$ cat config.mk
export PLATFORM = sky130hd
export DESIGN_NAME = writeback_queue
export DESIGN_NICKNAME = d
export VERILOG_FILES = /design/src/rtl/writeback_queue.sv
export SDC_FILE = /design/constraint.sdc
export NUM_CORES = 1
export LEC_CHECK = 0
export BUFFER_PORTS_ARGS = -buffer_cell sky130_fd_sc_hd__buf_2
export CORE_UTILIZATION = 54
export DETAILED_ROUTE_END_ITERATION = 6
export PLACE_DENSITY = 0.79
export SYNTH_ARGS = -nofsm -noshare
export SYNTH_HDL_FRONTEND = slang
export SYNTH_SLANG_ARGS = --single-unit
$ cat constraint.sdc
create_clock -name i_clk -period 2.53 [get_ports i_clk]
set_input_delay 0.506 -clock i_clk [delete_from_list [all_inputs] [get_ports i_clk]]
set_output_delay 0.506 -clock i_clk [all_outputs]
set_load 0.02 [all_outputs]
$ cat src/rtl/writeback_queue.sv
// Circular writeback FIFO feeding a single register-file write port, with optional
// combinational bypass lookup over pending entries (enable with macro WBQ_BYPASS_EN).
module writeback_queue #(
  parameter int DEPTH = 4
) (
  input  logic                     i_clk,
  input  logic                     i_reset,
  input  logic                     i_in_valid,
  output logic                     o_in_ready,
  input  logic [4:0]               i_in_reg_num,
  input  logic [31:0]              i_in_data,
  input  logic                     i_drain_enable,
  output logic [4:0]               o_write_reg_num_1,
  output logic [31:0]              o_write_data,
  output logic                     o_regwrite,
  input  logic [4:0]               i_read_reg_num_1,
  input  logic [4:0]               i_read_reg_num_2,
  output logic                     o_bypass_hit_1,
  output logic                     o_bypass_hit_2,
  output logic [31:0]              o_bypass_data_1,
  output logic [31:0]              o_bypass_data_2,
  output logic [$clog2(DEPTH):0]   o_count
);

  localparam int AW = $clog2(DEPTH);
  localparam int CW = AW + 1;

  logic [4:0]    r_mem_reg_num [DEPTH];
  logic [31:0]   r_mem_data    [DEPTH];
  logic [AW-1:0] r_wr_ptr;
  logic [AW-1:0] r_rd_ptr;
  logic [CW-1:0] r_count;
  logic [4:0]    r_write_reg_num;
  logic [31:0]   r_write_data;
  logic          r_regwrite;

  logic w_in_ready;
  logic w_accept;
  logic w_push;
  logic w_pop;

  // Ready depends only on registered occupancy, so a same-edge pop never frees a slot.
  assign w_in_ready = (r_count != CW'(DEPTH));
  assign w_accept   = i_in_valid & w_in_ready;
  // Writes to r0 complete the handshake but are dropped.
  assign w_push     = w_accept & (i_in_reg_num != 5'd0);
  assign w_pop      = i_drain_enable & (r_count != '0);

  always_ff @(posedge i_clk or posedge i_reset) begin
    if (i_reset) begin
      r_wr_ptr <= '0;
      r_rd_ptr <= '0;
      r_count  <= '0;
    end else begin
      if (w_push) begin
        r_wr_ptr <= r_wr_ptr + AW'(1);
      end
      if (w_pop) begin
        r_rd_ptr <= r_rd_ptr + AW'(1);
      end
      case ({w_push, w_pop})
        2'b10:   r_count <= r_count + CW'(1);
        2'b01:   r_count <= r_count - CW'(1);
        default: r_count <= r_count;
      endcase
    end
  end

  always_ff @(posedge i_clk) begin
    if (w_push) begin
      r_mem_reg_num[r_wr_ptr] <= i_in_reg_num;
      r_mem_data[r_wr_ptr]    <= i_in_data;
    end
  end

  always_ff @(posedge i_clk or posedge i_reset) begin
    if (i_reset) begin
      r_write_reg_num <= '0;
      r_write_data    <= '0;
      r_regwrite      <= 1'b0;
    end else begin
      r_regwrite <= w_pop;
      if (w_pop) begin
        r_write_reg_num <= r_mem_reg_num[r_rd_ptr];
        r_write_data    <= r_mem_data[r_rd_ptr];
      end
    end
  end

  assign o_in_ready        = w_in_ready;
  assign o_write_reg_num_1 = r_write_reg_num;
  assign o_write_data      = r_write_data;
  assign o_regwrite        = r_regwrite;
  assign o_count           = r_count;

`ifdef WBQ_BYPASS_EN
  logic [4:0] w_rd_addr [2];
  assign w_rd_addr[0] = i_read_reg_num_1;
  assign w_rd_addr[1] = i_read_reg_num_2;

  for (genvar gi = 0; gi < 2; gi++) begin : g_bypass
    logic        w_hit;
    logic [31:0] w_data;
    // Walk from oldest to newest so the most recently accepted match wins.
    always_comb begin
      w_hit  = 1'b0;
      w_data = '0;
      for (int k = 0; k < DEPTH; k++) begin
        if ((CW'(k) < r_count) && (w_rd_addr[gi] != 5'd0) &&
            (r_mem_reg_num[r_rd_ptr + AW'(k)] == w_rd_addr[gi])) begin
          w_hit  = 1'b1;
          w_data = r_mem_data[r_rd_ptr + AW'(k)];
        end
      end
    end
  end

  assign o_bypass_hit_1  = g_bypass[0].w_hit;
  assign o_bypass_hit_2  = g_bypass[1].w_hit;
  assign o_bypass_data_1 = g_bypass[0].w_data;
  assign o_bypass_data_2 = g_bypass[1].w_data;
`else
  logic w_unused_read_addr;
  assign w_unused_read_addr = ^{i_read_reg_num_1, i_read_reg_num_2};

  assign o_bypass_hit_1  = 1'b0;
  assign o_bypass_hit_2  = 1'b0;
  assign o_bypass_data_1 = 32'h0;
  assign o_bypass_data_2 = 32'h0;
`endif

endmodule

==> results.yml <==
status:
  status: "completed"
worst_hold_path:
  min_path_type: "input pin to asynchronous set/reset pin"
synthesis:
  synth_top_area_cell: "edfxtp_1"
  synth_area_um2: 7670
  synth_edf_count: 148
  synthCells: 456
  yosysWarnings: 0
  synth_seq_cells: 193
  synth_common_cells: "edfxtp_1 (148), nand2_1 (112), buf_4 (68)"
  seq_area_frac_synth: 0.726
  yosysUniqueCellTypes: 21
  synth_most_common_cell: "edfxtp_1"
  synthFlopType: "edfxtp_1"
  postSynth.asyncResetShare: 0.233
  synthTopCellsByArea: "edfxtp_1 (58%), dfrtp_1 (15%), mux4_2 (11%)"
  yosys.area.top_type_share: 0.579
  syn_avg_cell_area_um2: 16.8
route:
  dr.pass1.iters: 4
  avgRoutedWirePerCell_um: 18.1
  drtAntennaViolNets: 0
  remaining_drc_errors: 0
  avgViaCountPerCell: 5.11
  vias: 3856
  drt-initial-drc-count: 174
  wl_mm: 13.7
worst_setup_path:
  critPathRequiredTime_ps: 2880
  slowest_stage: "dfrtp_1"
  max_stage_delay_ps: 450
  start_kind: "flip-flop"
  path_max_fanout: 5
  crit_family: "adder cells"
  cp-end-kind: "flip-flop"
  path_class: "flip-flop to flip-flop"
  worst-path-buf-inv: 2
  cp.arrival_ps: 2610
  crit_chain: "or3b_1 > o211a_4 > inv_1 > ha_1 > inv_1 > fa_1 > xor2_1 > nor2_1 > xor2_1"
grt:
  grt_first_pass_wirelength_mm: 21.5
  grt_overflow: 0
  grt_max_degree: 40
  first_global_vias: 4041
  antenna_found_initial: 0
  grt_usage: 0.206
floorplan:
  core_area_um2: 13900
  initial_core_util: 0.553
  die_area_um2: 14700
  rows: 43
  die_height_um: 121
  io_pins: 159
  die_w_um: 121
cts:
  post-cts-setup-buffer-count: 0
  cts_buffer_depth: 2
  ctsResizeCount: 0
  cts_made_buffers: 17
  ctsRootBufferMaster: "clkbuf_16"
  htree_levels: 4
  hold_buffers: 0
  cts_tree: "built"
  cts.sinks: 193
  clk_latency_ps: 430
  clk_pin_slew_ps: 60
power_and_ir_drop:
  power.total_mw: 10.3
  ir_worst_vdd_v: 0.000886
  leakage_nw: 3.53
  powerDensity_nw_per_um2: 1180
sta:
  worst_pin_slew_ps: 601
  finalHoldViolCount: 0
  maxSlewHeadroom: 0.599
  fin_crit_ps: 2260
  fmax_ghz: 0.442
  finClkSkew_ps: 10.3
  finalMaxSlewViolations: 0
  finalSetupViolations: 0
  fin_crit_sh: 0.893
  rsz0062_at_grt: "no"
layout:
  syn2layout_area_growth_pct: 13.9
  final_nets: 618
  num-fill-cells: 997
  design_area_um2: 8740
  drive_gt1_frac: 0.308
  antennaDiodeCount: 0
placement:
  gp_congestion: 0.780
  hpwl_mm: 8.51
  portBuffers: 82
  placed_area_um2: 8180
job:
  drv_cap: 0
[worst paths after layout]
path / start / endpoint / slack (ps) / cells past startpoint
max in group asynchronous: i_reset / o_write_data[25] / 1790 / 3
hold reg to reg: o_write_data[0] / o_write_data[0] / 470 / 2
setup / recovery: o_count[0] / o_count[2] / 270 / 9
min in group i_clk: i_in_data[25] / r_mem_data[2][25] / 290 / 1
setup reg to reg: o_count[0] / o_count[2] / 270 / 9
hold / removal: i_reset / o_write_data[20] / 150 / 2
[cells in the final DEF, fill, tap and decap left out, drive strengths merged]
master,count
mux4,37
xnor2,4
fa,1
buf,103
clkinv,8
inv,7
nand2,112
o211a,1
mux2i,1
xor2,2
or4,1
clkbuf,21
bufinv,2
ha,5
dfrtp,45
mux2,1
or3b,1
and2,4
clkinvlp,2
nor2,1
o31ai,1
edfxtp,148
conb,66
[sequential cells by signal, summed over array words and instances (netlist names)]
signal and cells:
o_write_reg_num_1 5, o_regwrite 1, o_count 3, o_write_data 32
r_wr_ptr 2, r_mem_data 128, r_rd_ptr 2, r_mem_reg_num 20
[logic make-up (layout without fill, tap and decap cells)]
| group | count (synthesis) | after routing | synth area share |
|---|---|---|---|
| xor gates and xnor gates | 6 | 6 | 0.00685 |
| buffers and inverters | 90 | 143 | 0.0788 |
| adders and majority gates | 6 | 6 | 0.0108 |
| DFF | 193 | 193 | 0.726 |
| other | 1 | 66 | 0.000489 |
| and+or+nand+nor | 119 | 119 | 0.0618 |
| AOI/OAI and AO/OA | 2 | 2 | 0.00326 |
| muxes | 39 | 39 | 0.112 |
[routing by layer]
layer / GRT usage / up-vias / part of all wire
li1: - / 1719 / -
met3: 0.0536 / 22 / 0.062
met5: 0 / - / 0
met2: 0.363 / 172 / 0.53
met1: 0.245 / 1943 / 0.39
met4: 0.0741 / 0 / 0.020
[where the power goes]
group          leakage [nW]  total, mW  switching, mW  internal [mW]
sequential             1.90       4.67          0.373           4.30
combinational          1.36       3.08           1.81           1.27
clock                 0.270       2.55           1.09           1.47
total                  3.53       10.3           3.27           7.04
[metrics by stage]
stage          hold WS (ps)  utilization  setup WS, ps  TNS, ps  std cells
2_1_floorplan           535            -           154        0        521
3_3_place_gp            455        0.589          32.6        0        722
3_5_place_dp            459        0.589         -68.8    -68.8        722
4_1_cts                 169        0.630           274        0        754
5_1_grt                 196        0.630           168        0        754
6_report                145        0.630           270        0        754
[worst reg2reg max path: stages (launching register included)]
cell and delay, ps:
dfrtp_1 450, or3b_1 420, o211a_4 170, inv_1 70
ha_1 180, inv_1 70, fa_1 380, xor2_1 170
nor2_1 110, xor2_1 160
[layout make-up]
type	count	area (µm²)	area share
Clock buffer	21	450	0.0515
Clock inverter	11	114	0.0130
Inverter	8	30.0	0.00344
Multi-Input combinational cell	238	1750	0.201
Sequential cell	193	5570	0.638
Tap cell	180	225	0.0258
Timing Repair Buffer	103	593	0.0679
No activity file was read; power rests on OpenSTA's default activity.
